<file path="config.mk">
export PLATFORM = sky130hd
export DESIGN_NAME = regfile_seq_ctrl
export DESIGN_NICKNAME = d
export VERILOG_FILES = /design/src/rtl/regfile_seq_ctrl.sv
export SDC_FILE = /design/constraint.sdc
export NUM_CORES = 1
export LEC_CHECK = 0
export BUFFER_PORTS_ARGS = -buffer_cell sky130_fd_sc_hd__buf_2
export CORE_AREA = 2 2 55 57
export CTS_BUF_LIST = sky130_fd_sc_hd__clkbuf_4 sky130_fd_sc_hd__clkbuf_8 sky130_fd_sc_hd__clkbuf_16
export DETAILED_ROUTE_END_ITERATION = 10
export DIE_AREA = 0 0 57 59
export GPL_TIMING_DRIVEN = 0
export PLACE_DENSITY = 0.7
export SLEW_MARGIN = 10
export SYNTH_ARGS = -nofsm -noshare
export SYNTH_HDL_FRONTEND = slang
export SYNTH_SLANG_ARGS = --single-unit
</file>
<file path="constraint.sdc">
create_clock -name clk_i -period 2 [get_ports clk_i]
set_input_delay 0.4 -clock clk_i [delete_from_list [all_inputs] [get_ports clk_i]]
set_output_delay 0.4 -clock clk_i [all_outputs]
set_load 0.03 [all_outputs]
</file>
<file path="src/rtl/regfile_seq_ctrl.sv">
// Moore controller that steps one 16-bit instruction through the register file
// and ALU datapath: read-A, read-B, ALU, writeback.
module regfile_seq_ctrl (
   input  logic        clk_i,
   input  logic        reset_i,
   input  logic        s_i,
   input  logic [15:0] instr_i,
   output logic        w_o,
   output logic [2:0]  readnum_o,
   output logic [2:0]  writenum_o,
   output logic        write_o,
   output logic        loada_o,
   output logic        loadb_o,
   output logic        loadc_o,
   output logic        loads_o,
   output logic        asel_o,
   output logic [1:0]  aluop_o,
   output logic [1:0]  vsel_o,
   output logic        illegal_o
);

   localparam int unsigned IR_W  = 16;
   localparam int unsigned IDX_W = 3;

   typedef enum logic [2:0] {
      S_WAIT, S_DECODE, S_WR_IMM, S_GET_A, S_GET_B, S_ALU, S_WR_C, S_BAD
   } state_e;

   typedef struct packed {
      logic             w;
      logic [IDX_W-1:0] readnum;
      logic [IDX_W-1:0] writenum;
      logic             write;
      logic             loada;
      logic             loadb;
      logic             loadc;
      logic             loads;
      logic             asel;
      logic [1:0]       aluop;
      logic [1:0]       vsel;
      logic             illegal;
   } ctrl_t;

   localparam ctrl_t CTRL_WAIT = '{w: 1'b1, default: '0};

   state_e          state_q, state_d;
   logic [IR_W-1:0] ir_q, ir_d;
   ctrl_t           ctrl_q, ctrl_d;

   logic [2:0]       opcode;
   logic [1:0]       op;
   logic [IDX_W-1:0] rn, rd, rm;
   logic             is_cmp;

   assign opcode = ir_q[15:13];
   assign op     = ir_q[12:11];
   assign rn     = ir_q[10:8];
   assign rd     = ir_q[7:5];
   assign rm     = ir_q[2:0];
   assign is_cmp = ({opcode, op} == 5'b101_01);

   // Next state and instruction latch
   always_comb begin
      state_d = state_q;
      ir_d    = ir_q;
      case (state_q)
         S_WAIT: begin
            if (s_i) begin
               state_d = S_DECODE;
               ir_d    = instr_i;
            end
         end
         S_DECODE: begin
            case ({opcode, op})
               5'b110_10:                     state_d = S_WR_IMM;
               5'b110_00, 5'b101_11:          state_d = S_GET_B;
               5'b101_00, 5'b101_01, 5'b101_10: state_d = S_GET_A;
               default:                       state_d = S_BAD;
            endcase
         end
         S_WR_IMM: state_d = S_WAIT;
         S_GET_A:  state_d = S_GET_B;
         S_GET_B:  state_d = S_ALU;
         S_ALU:    state_d = is_cmp ? S_WAIT : S_WR_C;
         S_WR_C:   state_d = S_WAIT;
         S_BAD:    state_d = S_WAIT;
         default:  state_d = S_WAIT;
      endcase
   end

   // Strobes for the state being entered, so every output comes straight from a flop
   always_comb begin
      ctrl_d = '0;
      case (state_d)
         S_WAIT: ctrl_d.w = 1'b1;
         S_WR_IMM: begin
            ctrl_d.writenum = rn;
            ctrl_d.vsel     = 2'b01;
            ctrl_d.write    = 1'b1;
         end
         S_GET_A: begin
            ctrl_d.readnum = rn;
            ctrl_d.loada   = 1'b1;
         end
         S_GET_B: begin
            ctrl_d.readnum = rm;
            ctrl_d.loadb   = 1'b1;
         end
         S_ALU: begin
            ctrl_d.aluop = (opcode == 3'b110) ? 2'b00 : op;
            ctrl_d.asel  = (opcode == 3'b110);
            ctrl_d.loads = is_cmp;
            ctrl_d.loadc = !is_cmp;
         end
         S_WR_C: begin
            ctrl_d.writenum = rd;
            ctrl_d.vsel     = 2'b00;
            ctrl_d.write    = 1'b1;
         end
         S_BAD:   ctrl_d.illegal = 1'b1;
         default: ctrl_d = '0;
      endcase
   end

   always_ff @(posedge clk_i) begin
      if (reset_i) begin
         state_q <= S_WAIT;
         ir_q    <= '0;
         ctrl_q  <= CTRL_WAIT;
      end else begin
         state_q <= state_d;
         ir_q    <= ir_d;
         ctrl_q  <= ctrl_d;
      end
   end

   assign w_o        = ctrl_q.w;
   assign readnum_o  = ctrl_q.readnum;
   assign writenum_o = ctrl_q.writenum;
   assign write_o    = ctrl_q.write;
   assign loada_o    = ctrl_q.loada;
   assign loadb_o    = ctrl_q.loadb;
   assign loadc_o    = ctrl_q.loadc;
   assign loads_o    = ctrl_q.loads;
   assign asel_o     = ctrl_q.asel;
   assign aluop_o    = ctrl_q.aluop;
   assign vsel_o     = ctrl_q.vsel;
   assign illegal_o  = ctrl_q.illegal;

endmodule
</file>
==> flow_summary.ini <==
[run_status]
outcome = finished, final reports clean

[synthesis]
syn-instance-count = 145
synth_area_um2 = 1320
ys_seq_area_frac = 0.515
synth_top_family_by_area = simple AND/OR/NAND/NOR gates
synthAdderAreaFrac = 0
synthSimpleGateAreaFrac = 0.253
netlist.area_leader.share = 0.515
synthDistinctLibCells = 37
syn_avg_cell_area_um2 = 9.12
syn_nets = 164
synthMuxAreaShare = 0.0227
yosysTopAreaCell = dfxtp_1
synth.area.top_cells = dfxtp_1 (51%), nand2_1 (9.1%), a21oi_1 (5.7%), nor2_1 (3.4%), mux2i_1 (2.3%)
synth-compound-area-share = 0.165
synth_warnings = 0
ys_ff_latch = 34
synth_xor_xnor_area_share = 0.00662

[detailed_routing]
drt_iter0_markers = 36
drt_wl_total_mm = 2.63
vias = 1082
dr.pass1.iters = 4
via_per_inst = 4.99
postRouteAntennaNets = 0
remaining_drc_errors = 0
wire_per_inst_um = 12.1

[cts]
cts_resized = 0
cts_root_buffer = clkbuf_4
worstSkewPairLatency_ns = 0.34
cts_tree = done
max-clock-path-buffers = 2
hold_buffers = 0
post_cts.repair.setup_buffers = 0
cts.sinks = 34
cts_buffers = 5
h-tree-depth = 2
path_clk_slew_ns = 0.11

[place]
dpl_cell_area_um2 = 1530
placedCellCount = 209
io_buffers = 33
dp_hpwl_mm = 1.93
gp_congestion = 0.793
dp_slack_ns = 0.157

[timing]
tightest_slew_ns = 0.511
slew-limit-headroom = 0.659
period_minus_slack_ns = 1.83
holdWs_ns = 0.283
finalSetupTns_ns = 0
fin_crit_sh = 0.914
setup_ws_ns = 0.173
hold_viol = 0
rsz0062_at_grt = no
finalSetupViolCount = 0
fmax_mhz = 547
worst_clock_skew_ns = 0.00526
slew_violations = 0

[setup_path]
cp_slowest_cell = or4b_1
cp_cell_sequence = buf_2 > or4b_1 > o2bb2ai_2 > a211o_4 > nor4b_4 > a22o_1
worst_setup_path_end_kind = register
worst_ep_required_time_ns = 2.24
cp_max_fo = 9
reg2reg_from = state_q[2]
criticalPathCategory = register to register
slowest_delay_ns = 0.50
crit_arrival_ns = 2.06
start_kind = register
startpoint = state_q[2]

[global_route]
grt_max_degree = 13
antenna_found_initial = 0
grt-ovfl-total = 0
grt_pass1_vias = 942
grt_use_total = 0.168
grt_pass1_wl_mm = 4.28

[floorplan]
row_count = 19
fp.dieH_um = 59
coreArea_um2 = 2710
die_width_um = 57
io_pins = 37
dieArea_um2 = 3360
initial_utilization = 0.488

[pwr]
p_per_area_nw_per_um2 = 1030
sw_frac_of_total = 0.268
switching_power_mw = 0.449
power_mw = 1.68
p_leak_nw = 0.723
pwr-share-clk = 0.378
p_int_mw = 1.23
vdd_drop_max_mv = 0.760
comb_power_share = 0.168
p_seq_frac = 0.454

[cells_and_area]
finalNonFillerCells = 217
fin_nets = 204
final_area_um2 = 1630
drive_above_1_share = 0.285
antenna_cells = 0
area_growth_pct = 23.5
fin_util = 0.602

[worst_hold_path]
hold_class = input port to register
hp-start = instr_i[12]

[flow_run]
max_cap_viol_count = 0
==> critical path, delay by kind of cell, from the launching register on <==
family / cells / cell delay [ns]
buffers and inverters: 1 / 0.16
DFF: 1 / 0.31
and+or+nand+nor: 2 / 0.57
AOI/OAI and AO/OA: 3 / 0.68
==> registers in the layout, indices dropped and copies added, names as in the netlist, 2 cells and up <==
register,cells
writenum_o,3
ir_q,14
state_q,3
aluop_o,2
readnum_o,3
==> kinds of logic (layout without fill, tap and decap cells) <==
logic type	after synthesis	in the layout
buffers and inverters	11	52
XOR/XNOR	1	1
AO/OA/AOI/OAI	30	30
multiplexers	3	3
flip-flops	34	34
AND/OR/NAND/NOR	65	65
other	1	1
==> layout make-up <==
cell class	count	area, um2
Clock buffer	5	37.5
Multi-Input combinational cell	100	594
Tap cell	31	38.8
Fill cell	239	1080
Buffer	8	36.3
Timing Repair Buffer	33	165
Clock inverter	3	68.8
Sequential cell	34	681
Inverter	3	11.3
==> synth_stat cells (all sizes together) <==
library cell	number
a211o	2
a21o	1
a21oi	15
a221oi	1
a22o	3
a22oi	2
a311o	1
a311oi	1
a31oi	1
and2	2
and3	1
and3b	1
buf	3
clkbuf	5
conb	1
dfxtp	34
inv	3
mux2i	3
nand2	32
nand2b	4
nand3	2
nand3b	2
nor2	12
nor2b	3
nor3	1
nor3b	1
nor4b	1
o221a	1
o2bb2ai	1
o31ai	1
or2	1
or3	1
or4b	1
xor2	1
==> routing by layer <==
metal / up-vias / track usage / share of wire
li1: 572 / - / -
met1: 480 / 0.206 / 0.44
met4: 0 / 0.0498 / 0
met3: 0 / 0.0611 / 0.053
met5: - / 0 / 0
met2: 30 / 0.279 / 0.50
==> cell usage in the layout, fill, tap and decap left out, types with 3 or more instances in the layout <==
master    count
buf_2        35
dfxtp_1      34
nand2_1      32
a21oi_1      15
nor2_1       12
clkbuf_1      5
clkbuf_4      5
nand2b_1      4
inv_1         3
a22o_1        3
mux2i_1       3
==> power by group through the flow <==
| stage | logic, mW | registers, mW | clock network, mW |
|---|---|---|---|
| after global placement | 0.273 | 0.773 | 0 |
| final | 0.282 | 0.760 | 0.634 |
| after floorplan | 0.183 | 0.797 | 0 |
| after global routing | 0.308 | 0.767 | 0.673 |
| after CTS | 0.283 | 0.760 | 0.646 |
| after detailed placement | 0.280 | 0.776 | 0 |
==> final timing paths <==
check                       to  slack [ns]  cells after the start
setup / recovery  readnum_o[2]        0.17                      6
hold / removal        ir_q[12]        0.28                      3
setup reg to reg  readnum_o[2]        0.17                      6
hold reg to reg        ir_q[2]        0.47                      2
Power figures use the tool's default switching activity.
